==> config.mk <==
export PLATFORM = sky130hd
export DESIGN_NAME = pp_final_cpa_seq
export DESIGN_NICKNAME = d
export VERILOG_FILES = /design/src/rtl/pp_final_cpa_seq.sv
export SDC_FILE = /design/constraint.sdc
export NUM_CORES = 1
export LEC_CHECK = 0
export ABC_AREA = 1
export CORE_ASPECT_RATIO = 0.8
export CORE_MARGIN = 3
export CORE_UTILIZATION = 41
export CTS_CLUSTER_SIZE = 40
export DETAILED_ROUTE_END_ITERATION = 12
export HOLD_SLACK_MARGIN = 0.05
export PLACE_DENSITY_LB_ADDON = 0.2
export SYNTH_ARGS = -nofsm -noshare
export SYNTH_HDL_FRONTEND = slang
export SYNTH_SLANG_ARGS = --single-unit
==> constraint.sdc <==
create_clock -name clk -period 1.6 [get_ports clk]
set_clock_uncertainty 0.1 [all_clocks]
set_input_delay 0.48 -clock clk [delete_from_list [all_inputs] [get_ports clk]]
set_output_delay 0.48 -clock clk [all_outputs]
set_load 0.03 [all_outputs]
==> src/rtl/pp_final_cpa_seq.sv <==
// -----------------------------------------------------------------------------
// pp_final_cpa_seq
//
// Multi-cycle final carry-propagate adder for a multiplier. Takes the two rows
// left by the partial-product reduction tree and produces
//   res = (pp1 + (pp2 << 1)) mod 2^W,  W = 2*Bitwidth
// adding one CHUNK-bit slice per clock. The inter-slice carry is registered, so
// the longest combinational path is a single CHUNK-bit adder.
//
// Ports
//   clk        rising-edge clock
//   rst_n      synchronous, active-low reset
//   in_valid   pp1/pp2 valid                 (handshake with reduction tree)
//   in_ready   block can accept a new pair   (only in IDLE and out of reset)
//   pp1        sum row, weight x1
//   pp2        carry row, weight x2
//   out_valid  res/ovf valid                 (handshake with result register)
//   out_ready  downstream accepts res
//   res        (pp1 + (pp2<<1)) mod 2^W
//   ovf        true sum >= 2^W
//   busy       FSM not in IDLE
// -----------------------------------------------------------------------------
module pp_final_cpa_seq #(
  parameter int Bitwidth = 8,
  parameter int CHUNK    = 4
) (
  input  logic                    clk,
  input  logic                    rst_n,
  input  logic                    in_valid,
  output logic                    in_ready,
  input  logic [2*Bitwidth-1:0]   pp1,
  input  logic [2*Bitwidth-1:0]   pp2,
  output logic                    out_valid,
  input  logic                    out_ready,
  output logic [2*Bitwidth-1:0]   res,
  output logic                    ovf,
  output logic                    busy
);

  localparam int W    = 2 * Bitwidth;
  localparam int NCH  = W / CHUNK;
  localparam int IDXW = (NCH > 1) ? $clog2(NCH) : 1;

  // The slice width must tile the result exactly.
  if (CHUNK < 1) begin : g_bad_chunk_zero
    $error("pp_final_cpa_seq: CHUNK must be >= 1");
  end else if ((W % CHUNK) != 0) begin : g_bad_chunk_div
    $error("pp_final_cpa_seq: CHUNK must divide 2*Bitwidth");
  end

  typedef enum logic [1:0] {
    S_IDLE = 2'd0,
    S_ADD  = 2'd1,
    S_DONE = 2'd2
  } state_t;

  state_t          state_q, state_d;
  logic [IDXW-1:0] idx_q, idx_d;
  logic            carry_q, carry_d;
  logic [W-1:0]    a_q, a_d;
  logic [W-1:0]    b_q, b_d;
  logic            drop_q, drop_d;
  logic [W-1:0]    res_q, res_d;
  logic            ovf_q, ovf_d;

  // Operands are kept as right-shifting registers: the slice being added is
  // always in the low CHUNK bits, so no variable-index mux sits in front of
  // the adder.
  logic [CHUNK:0]  sum_w;
  logic            last_chunk;
  logic [W-1:0]    res_ins;

  assign sum_w = {1'b0, a_q[CHUNK-1:0]}
               + {1'b0, b_q[CHUNK-1:0]}
               + (CHUNK+1)'(carry_q);

  assign last_chunk = (idx_q == IDXW'(NCH - 1));

  // res with the current slice replaced by the fresh sum; other slices hold.
  for (genvar gi = 0; gi < NCH; gi++) begin : g_slice
    assign res_ins[gi*CHUNK +: CHUNK] = (idx_q == IDXW'(gi))
                                      ? sum_w[CHUNK-1:0]
                                      : res_q[gi*CHUNK +: CHUNK];
  end

  always_comb begin
    state_d = state_q;
    idx_d   = idx_q;
    carry_d = carry_q;
    a_d     = a_q;
    b_d     = b_q;
    drop_d  = drop_q;
    res_d   = res_q;
    ovf_d   = ovf_q;

    unique case (state_q)
      S_IDLE: begin
        if (in_valid) begin
          a_d     = pp1;
          // pp2 carries weight 2; its top bit leaves the W-bit window and only
          // contributes to the overflow flag.
          b_d     = {pp2[W-2:0], 1'b0};
          drop_d  = pp2[W-1];
          idx_d   = '0;
          carry_d = 1'b0;
          state_d = S_ADD;
        end
      end
      S_ADD: begin
        a_d     = a_q >> CHUNK;
        b_d     = b_q >> CHUNK;
        carry_d = sum_w[CHUNK];
        res_d   = res_ins;
        if (last_chunk) begin
          ovf_d   = sum_w[CHUNK] | drop_q;
          state_d = S_DONE;
        end else begin
          idx_d = idx_q + 1'b1;
        end
      end
      S_DONE: begin
        if (out_ready) begin
          state_d = S_IDLE;
        end
      end
      default: begin
        state_d = S_IDLE;
      end
    endcase
  end

  always_ff @(posedge clk) begin
    if (!rst_n) begin
      state_q <= S_IDLE;
      idx_q   <= '0;
      carry_q <= 1'b0;
      a_q     <= '0;
      b_q     <= '0;
      drop_q  <= 1'b0;
      res_q   <= '0;
      ovf_q   <= 1'b0;
    end else begin
      state_q <= state_d;
      idx_q   <= idx_d;
      carry_q <= carry_d;
      a_q     <= a_d;
      b_q     <= b_d;
      drop_q  <= drop_d;
      res_q   <= res_d;
      ovf_q   <= ovf_d;
    end
  end

  // Ready is withheld while reset is asserted so nothing is accepted on an
  // edge that reset will override anyway.
  assign in_ready  = (state_q == S_IDLE) && rst_n;
  assign out_valid = (state_q == S_DONE);
  assign busy      = (state_q != S_IDLE);
  assign res       = res_q;
  assign ovf       = ovf_q;

endmodule

==> results.ini <==
[power_and_ir_drop]
leakage_nw = 1.43
ir_worst_vdd_mv = 0.498
p_switching_mw = 0.788
comb_power_share = 0.220
power.density_mw_per_mm2 = 839
power.total_mw = 2.82
swShare = 0.280
seqPwrFrac = 0.531
p_int_mw = 2.03
pwr-share-clk = 0.249

[sta]
setup_ws_ns = -0.194
tightestPinTransition_ns = 0.391
relSlewSlack = 0.739
fin_crit_sh = 1.12
rsz0062_at_grt = yes
drv_slew = 0
fin_crit_ns = 1.79
final_hold_viol_count = 0
setup-violations-final = 11
fmax_mhz = 558

[cts]
cts_root_buffer = clkbuf_8
cts_buffers = 5
ctsLongestPathBuffers = 2
path_clk_slew_ns = 0.09
tritoncts = done
clk_latency_ns = 0.30
htreeDepth = 2
cts_sinks = 55
ctsHoldBuffers = 0

[synthesis]
synth_top_family_by_area = simple AND/OR/NAND/NOR gates
synthAdderAreaFrac = 0.0515
synth_nets = 395
yosysUniqueCellTypes = 23
synth-compound-area-share = 0.188
synthTopCellsByCount = 121 x nand2_1, 55 x dfxtp_1, 46 x a21oi_1, 34 x o21ai_0, 24 x inv_1
synth_flop_cell = dfxtp_1
ys_ff_latch = 55
muxShareOfSynthArea = 0
yosysTopAreaCell = dfxtp_1
netlist.area_leader.share = 0.444
yosys.area_share.simple = 0.238
yosysWarnings = 0
synth_area_leaders = dfxtp_1 44%, nand2_1 18%, a21oi_1 9.3%, o21ai_0 6.9%, inv_1 3.6%
syn-cell-area_mm2 = 0.00248
synth_edf_count = 0
seq_area_frac_synth = 0.444
synth_area_per_cell_um2 = 7.08
async_flop_share = 0
synthXorXnorAreaFrac = 0.00354
syn_inst = 350
synth_most_common_cell = nand2_1

[floorplanning]
io_pins = 56
die_y_um = 75.5
die_w_um = 92.9
initial_core_util = 0.439
die_area_mm2 = 0.00702
core_mm2 = 0.00565
rows = 24

[placed_design]
hpwl_mm = 3.88
pre_cts_slack_ns = -0.297
io_buffers = 55
gp_congestion = 0.780
dpl.cell_count = 477

[finish]
final_cells = 487
syn_to_final_growth_pct = 35.7
num-nets-final = 455
final_layout_size_suffix_gt1_frac = 0.164
post-route-util = 0.595
antenna_cells = 0

[status]
violations = setup timing
status = finished, violations left

[grt]
overflow = 0
grt_pass1_vias = 2110
gr-usage-all-layers = 0.166
grt_pass1_wl_mm = 9.34
antenna_found_initial = 0
use_met3 = 0.0365
use_met2 = 0.289
grt_max_degree = 46
grt_use_met1 = 0.210
busiest_layer = met2

[setup_path]
path_delay_family = adder cells
crit_chain = inv_2 > fa_2 > fa_2 > nand3b_1 > nand2_2 > nand2_2 > a21oi_2
critPathCaptureType = flip-flop
critical_path_required_ns = 1.74
crit_fanout = 2
worstPathArrival_ns = 1.94
worstSetupStartpointType = flip-flop
max_stage_delay_ns = 0.40
cp_num_buf_inv = 1
crit_slowest_cell = fa_2
path_class = flip-flop to flip-flop

[run]
drv_cap = 0

[drt]
avgRoutedWirePerCell_um = 12.0
route.vias.total = 2362
routed_wl_mm = 5.85
postRouteAntennaNets = 0
drc_errors = 0
drtIter0Drc = 77
firstDrtPassIters = 5
vias_per_cell = 4.85

[hold_path]
min-delay-path-class = flip-flop to flip-flop

==> layout make-up <==
class | instances | area, um^2
flip-flops and latches | 55 | 1110
clock buffers | 6 | 72.6
inverters | 25 | 98.8
well taps | 78 | 97.6
fillers | 564 | 2280
repair buffers | 72 | 716
multi-input cells | 251 | 1270
==> cell usage in the layout (no fill, tap or decap), types with 7 or more instances in the layout <==
cell             instances
a21oi_1                 41
o21ai_0                 34
nand2_1                117
ha_1                     7
buf_4                   23
inv_1                   21
nor2_1                  16
clkdlybuf4s50_1         34
o21a_1                   7
dfxtp_1                 52
==> sequential cells by signal (all words and copies together), names as in the netlist <==
register	cells
a_q	16
ovf	1
res	16
drop_q	1
state_q	2
carry_q	1
idx_q	2
b_q	16
==> worst paths after layout <==
path,from,end,slack (ns),depth (start not counted)
setup / recovery,b_q[0]$_SDFFE_PN0P_,carry_q$_SDFFE_PN0P_,-0.19,7
hold / removal,a_q[12]$_SDFFE_PN0P_,a_q[12]$_SDFFE_PN0P_,0.37,2
setup reg to reg,b_q[0]$_SDFFE_PN0P_,carry_q$_SDFFE_PN0P_,-0.19,7
hold reg to reg,a_q[12]$_SDFFE_PN0P_,a_q[12]$_SDFFE_PN0P_,0.37,2
==> metal layers <==
metal  vias up  routed length [um]
met5         -                   0
met4         0                  68
met3         7                 314
met2        56                2730
met1      1065                2740
li1       1234                   -
==> tightest hold or removal path: stages (launching register included) <==
cell,delay [ns]
dfxtp_1,0.32
nand2_1,0.06
a21oi_1,0.05
==> power by group through the flow <==
stage / clock (mW) / sequential, mW / combinational (mW)
6_report: 0.701 / 1.50 / 0.621
2_1_floorplan: 0 / 1.55 / 0.321
3_3_place_gp: 0 / 1.53 / 0.581
4_1_cts: 0.734 / 1.50 / 0.599
3_5_place_dp: 0 / 1.53 / 0.588
5_1_grt: 0.773 / 1.51 / 0.689
==> per-stage QoR <==
step / hold slack [ns] / instance area (um^2) / TNS [ns]
after floorplan: 0.336 / 2500 / -0.200
after global placement: 0.349 / 3170 / -9.24
after detailed placement: 0.355 / 3170 / -8.88
after CTS: 0.366 / 3290 / -1.07
after global routing: 0.380 / 3360 / -1.92
final: 0.367 / 3360 / -1.08
==> cells by family after synthesis <==
logic type      count (synthesis)
compound gates                 89
xor+xnor                        1
fa+ha+maj                       9
buf+inv                        44
flops                          55
simple gates                  152
==> repair_timing <==
item                                    in CTS  in global routing
pin swaps                                    3                  1
resized for setup                           29                 15
endpoints found under the setup margin      19                 38
setup buffers                                2                  1
cloned                                       0                  1
No activity file was read; power rests on OpenSTA's default activity.
